==> src/rtl/add_seq_ctrl.sv <==
// Byte-serial multi-byte add/subtract sequencer around an external 8-bit adder.
// Operand bytes arrive LSB first; results leave through a 2-entry output FIFO.
module add_seq_ctrl (
  input  logic       clk,
  input  logic       rst,
  input  logic       in_valid,
  output logic       in_ready,
  input  logic [7:0] in_a,
  input  logic [7:0] in_b,
  input  logic       in_last,
  input  logic       in_sub,
  output logic [7:0] add_a,
  output logic [7:0] add_b,
  output logic       add_cin,
  input  logic [7:0] add_sum,
  input  logic       add_cout,
  output logic       out_valid,
  input  logic       out_ready,
  output logic [7:0] out_sum,
  output logic       out_last,
  output logic       out_carry,
  output logic       out_ovf,
  output logic       busy
);

  localparam int DATA_W = 8;
  localparam logic [0:0] ST_FIRST = 1'b0;
  localparam logic [0:0] ST_MID   = 1'b1;

  logic [0:0] state;
  logic       sub_q;
  logic       carry_q;

  logic signed [DATA_W-1:0] a_p1;
  logic signed [DATA_W-1:0] b_p1;
  logic                     first_p1;
  logic                     last_p1;
  logic                     vld_p1;

  logic [DATA_W-1:0] sum_p2   [2];
  logic              last_p2  [2];
  logic              carry_p2 [2];
  logic              ovf_p2   [2];
  logic              wr_ptr;
  logic              rd_ptr;
  logic [1:0]        count;

  logic accept;
  logic retire;
  logic pop;
  logic can_write;
  logic sub_eff;
  logic cin;

  function automatic logic signed_ovf(input logic signed [DATA_W-1:0] a,
                                      input logic signed [DATA_W-1:0] b,
                                      input logic signed [DATA_W-1:0] s);
    return (a[DATA_W-1] == b[DATA_W-1]) && (s[DATA_W-1] != a[DATA_W-1]);
  endfunction

  assign out_valid = (count != 2'd0);
  assign pop       = out_valid & out_ready;
  // A full FIFO may still take a write when its head is popped in the same cycle.
  assign can_write = (count < 2'd2) | ((count == 2'd2) & out_ready);
  assign retire    = vld_p1 & can_write;
  assign in_ready  = ~rst & (~vld_p1 | retire);
  assign accept    = in_valid & in_ready;
  assign sub_eff   = (state == ST_FIRST) ? in_sub : sub_q;
  assign cin       = first_p1 ? sub_q : carry_q;

  // Outputs are gated by their valid flags so they read 0 whenever nothing is held.
  assign add_a     = vld_p1 ? $unsigned(a_p1) : '0;
  assign add_b     = vld_p1 ? $unsigned(b_p1) : '0;
  assign add_cin   = vld_p1 & cin;
  assign out_sum   = out_valid ? sum_p2[rd_ptr] : '0;
  assign out_last  = out_valid & last_p2[rd_ptr];
  assign out_carry = out_valid & carry_p2[rd_ptr];
  assign out_ovf   = out_valid & ovf_p2[rd_ptr];
  assign busy      = (state == ST_MID) | vld_p1 | out_valid;

  always_ff @(posedge clk or posedge rst) begin
    if (rst) begin
      state    <= ST_FIRST;
      sub_q    <= 1'b0;
      carry_q  <= 1'b0;
      vld_p1   <= 1'b0;
      first_p1 <= 1'b0;
      last_p1  <= 1'b0;
      wr_ptr   <= 1'b0;
      rd_ptr   <= 1'b0;
      count    <= 2'd0;
    end else begin
      if (accept) begin
        state    <= in_last ? ST_FIRST : ST_MID;
        sub_q    <= sub_eff;
        first_p1 <= (state == ST_FIRST);
        last_p1  <= in_last;
        vld_p1   <= 1'b1;
      end else if (retire) begin
        vld_p1   <= 1'b0;
      end
      if (retire) begin
        carry_q <= add_cout;
        wr_ptr  <= ~wr_ptr;
      end
      if (pop) rd_ptr <= ~rd_ptr;
      count <= count + {1'b0, retire} - {1'b0, pop};
    end
  end

  // Stage 1: operand capture, B pre-inverted for subtraction
  always_ff @(posedge clk) begin
    if (accept) begin
      a_p1 <= $signed(in_a);
      b_p1 <= $signed(in_b ^ {DATA_W{sub_eff}});
    end
  end

  // Stage 2: result FIFO, flags only meaningful on the word's last byte
  always_ff @(posedge clk) begin
    if (retire) begin
      sum_p2[wr_ptr]   <= add_sum;
      last_p2[wr_ptr]  <= last_p1;
      carry_p2[wr_ptr] <= last_p1 & add_cout;
      ovf_p2[wr_ptr]   <= last_p1 & signed_ovf(a_p1, b_p1, $signed(add_sum));
    end
  end

endmodule

==> config.mk <==
export PLATFORM = sky130hd
export DESIGN_NAME = add_seq_ctrl
export DESIGN_NICKNAME = d
export VERILOG_FILES = /design/src/rtl/add_seq_ctrl.sv
export SDC_FILE = /design/constraint.sdc
export NUM_CORES = 1
export LEC_CHECK = 0
export ABC_CLOCK_PERIOD_IN_PS = 3000
export CORE_MARGIN = 10
export CORE_UTILIZATION = 50
export DETAILED_ROUTE_END_ITERATION = 16
export PLACE_DENSITY = 0.95
export SLEW_MARGIN = 40
export SYNTH_ARGS = -nofsm -noshare
export SYNTH_HDL_FRONTEND = slang
export SYNTH_SLANG_ARGS = --single-unit
==> constraint.sdc <==
create_clock -name clk -period 3 [get_ports clk]
set_input_delay 0.6 -clock clk [delete_from_list [all_inputs] [get_ports clk]]
set_output_delay 0.6 -clock clk [all_outputs]
set_load 0.1 [all_outputs]
==> results.txt <==
WHS Endpoint: carry_q
HP Class: flop to flop
Initial core utilization: 51.4%
Largest net degree at the start of global routing: 23
H-tree levels: 2
Die Y: 83.9 µm
Hold WS: 508 ps
CTS tree: built
Area contributors post-synth: edfxtp_1, dfrtp_1, mux2i_1, and2_1, xnor2_1
Nets: 234
Setup_tns: 0 ps
Critical path's top delay family: buffers and inverters
Antenna Violating Nets Remaining: 0
Yosys warnings: 0
Tot GR Track Use: 11.7%
Worst path required time: 2400 ps
Starting DRT DRC Count: 43
Crit start category: primary input
Share of cells above drive strength 1: 23.3%
Yosys top cell area share: 56.0%
Worst r2r path cells: 7
Num Clock Sinks: 48
IO Count: 62
Crit. End Element: output port
Avg Inst Size Synth: 15.1 µm²
Final worst clock skew: 8.03 ps
Worst reg2reg startpoint: vld_p1
Unrepaired setup endpoints after global routing: no
Hold_sp: carry_q
Remaining DRCs: 0
Slew Limit Fails: 0
Total Routed Length: 3860 µm
Number of global-route vias before repair: 1,360
Max incr delay on CP: 510 ps
Final Hold Viols: 0
Final worst path period need: 2310 ps
Post-CTS sizing: 0
Flops & latches, synth: 48
Area leader, netlist: edfxtp_1
Sum of buffers and inverters on the critical path: 2
DRT Pass-1 Iters: 4
Worst path slowest cell: clkdlybuf4s50_1
Routed vias/inst: 4.82
Slew headroom: 57.7%
Via count: 1,214
Crit Reg-Reg Endpoint: count[1]
CP Class: primary input to output port
Initial antenna violation count: 0
Cell area after synthesis: 2040 µm²
Fmax: 433 MHz
Clock Latency Late Sink: 300 ps
Core area: 3970 µm²
Die W: 83.9 µm
Post-synth cell types: 24
Status: complete, no violations
Port Buffers: 61
Critical path peak fanout: 4
Placed cell count: 244
Detailed placer's ending HPWL: 3060 µm
N_diodes: 0
WHS Path Cells: 1
Max-Cap Viols: 0
Final GP Congestion: 0.742
Crit-path cells: clkdlybuf4s50_1 -> nand2b_4 -> a31oi_1 -> buf_12
Mapped Cells: 135
CTS root buf: clkbuf_8
Cts bufs inserted: 5
Area Growth Syn to Fin: 35.1%
Die area: 7030 µm²
Finished Layout Cells: 252
Worst-path clk slew: 80 ps
Syn Nets: 168
Final setup fails: 0
Worst Max-Slew Pin Slew: 634 ps
Cts hold-fix bufs: 0
Setup bufs post-CTS: 0
Clock Path Buffers: 2
Rows: 23
Seq/Total Area, Yosys: 68.2%
Total grt overflow: 0
First-pass GRT wire length: 6640 µm
Reg2reg setup slack: 900 ps
Worst EP arrival: 1710 ps
Average wire per standard cell: 15.3 µm
Tcrit/Tclk final: 76.9%
==> worst register-to-register path, delay by kind of cell (launching register included) <==
kind	cells	cell delay (ps)
XOR/XNOR	2	310
buffers and inverters	2	120
adder cells (fa/ha/maj)	2	460
flip-flops	1	720
AO/OA/AOI/OAI	1	420
==> logic make-up (layout without fill, tap and decap cells) <==
family / Yosys count / after routing / synth area share [%]
and+or+nand+nor: 38 / 38 / 10.4
buffers and inverters: 12 / 79 / 2.27
muxes: 18 / 18 / 10.0
AOI/OAI and AO/OA: 5 / 5 / 2.76
xor gates and xnor gates: 12 / 12 / 5.15
DFF: 48 / 48 / 68.2
adders and majority gates: 2 / 2 / 1.23
==> layer usage <==
metal	vias to the layer above	global-route usage, %	part of all wire (%)
li1	595	-	-
met1	560	12.9	40
met2	52	18.0	46
met3	7	7.52	13
met4	0	3.65	1.3
met5	-	0	0
==> how the worst max path moves through the flow <==
stage / from / endpoint / slack, ps / depth (start not counted)
global route: rd_ptr / out_carry / 600 / 3
global placement: out_ready / count[1] / 520 / 9
CTS: out_ready / in_ready / 680 / 4
floorplan: vld_p1 / in_ready / 150 / 2
detailed placement: out_ready / count[1] / 460 / 9
finish: out_ready / in_ready / 690 / 4
==> Yosys cell counts <==
cell       n
a21boi_0   1
a21boi_1   1
a311oi_4   1
a31o_1     1
a31oi_1    1
and2_1    18
buf_2      1
clkbuf_1   4
dfrtp_1   10
edfxtp_1  38
ha_1       2
inv_1      7
mux2_1     1
mux2_4     2
mux2i_1   14
mux2i_4    1
nand2_1    1
nand2b_4   1
nand3b_1   1
nor2_1    13
nor2b_1    3
or3_1      1
xnor2_1   10
xor2_1     2
==> sequential cells by signal (all words and copies together), names as in the netlist <==
name / flops
carry_p2: 2
rd_ptr: 1
sub_q: 1
state: 1
b_p1: 8
first_p1: 1
last_p2: 2
wr_ptr: 1
a_p1: 8
ovf_p2: 2
last_p1: 1
carry_q: 1
sum_p2: 16
vld_p1: 1
count: 2
==> cell usage in the layout, fill, tap and decap left out, types with 2 or more instances in the layout <==
cell type and instances:
xor2_1 2, ha_1 2, nor2b_1 3, dfrtp_1 10, and2_1 18, mux2_4 2, buf_4 32, xnor2_1 10
mux2i_1 14, inv_1 7, clkinvlp_4 2, nor2_1 13, edfxtp_1 38, clkbuf_8 5, clkdlybuf4s50_1 30, buf_12 2
==> cell type report <==
| cell class | instances | area (µm²) |
|---|---|---|
| clock buffer | 5 | 68.8 |
| clock inverter | 3 | 23.8 |
| fill | 283 | 1220 |
| inverter | 7 | 26.3 |
| multi-input combinational | 75 | 602 |
| sequential | 48 | 1390 |
| tap | 50 | 62.6 |
| timing repair buffer | 64 | 581 |
==> metrics by stage <==
step,utilization (%),worst slack (ps),instance area (µm²)
after floorplan,-,147,2040
after global placement,67.0,525,2660
after detailed placement,67.0,465,2660
after CTS,69.4,684,2760
after global routing,69.4,600,2760
final,69.4,693,2760
Power is left out: the tool's default activity adds up to more than one toggle a clock period on the data nets, which glitch-free logic cannot reach.
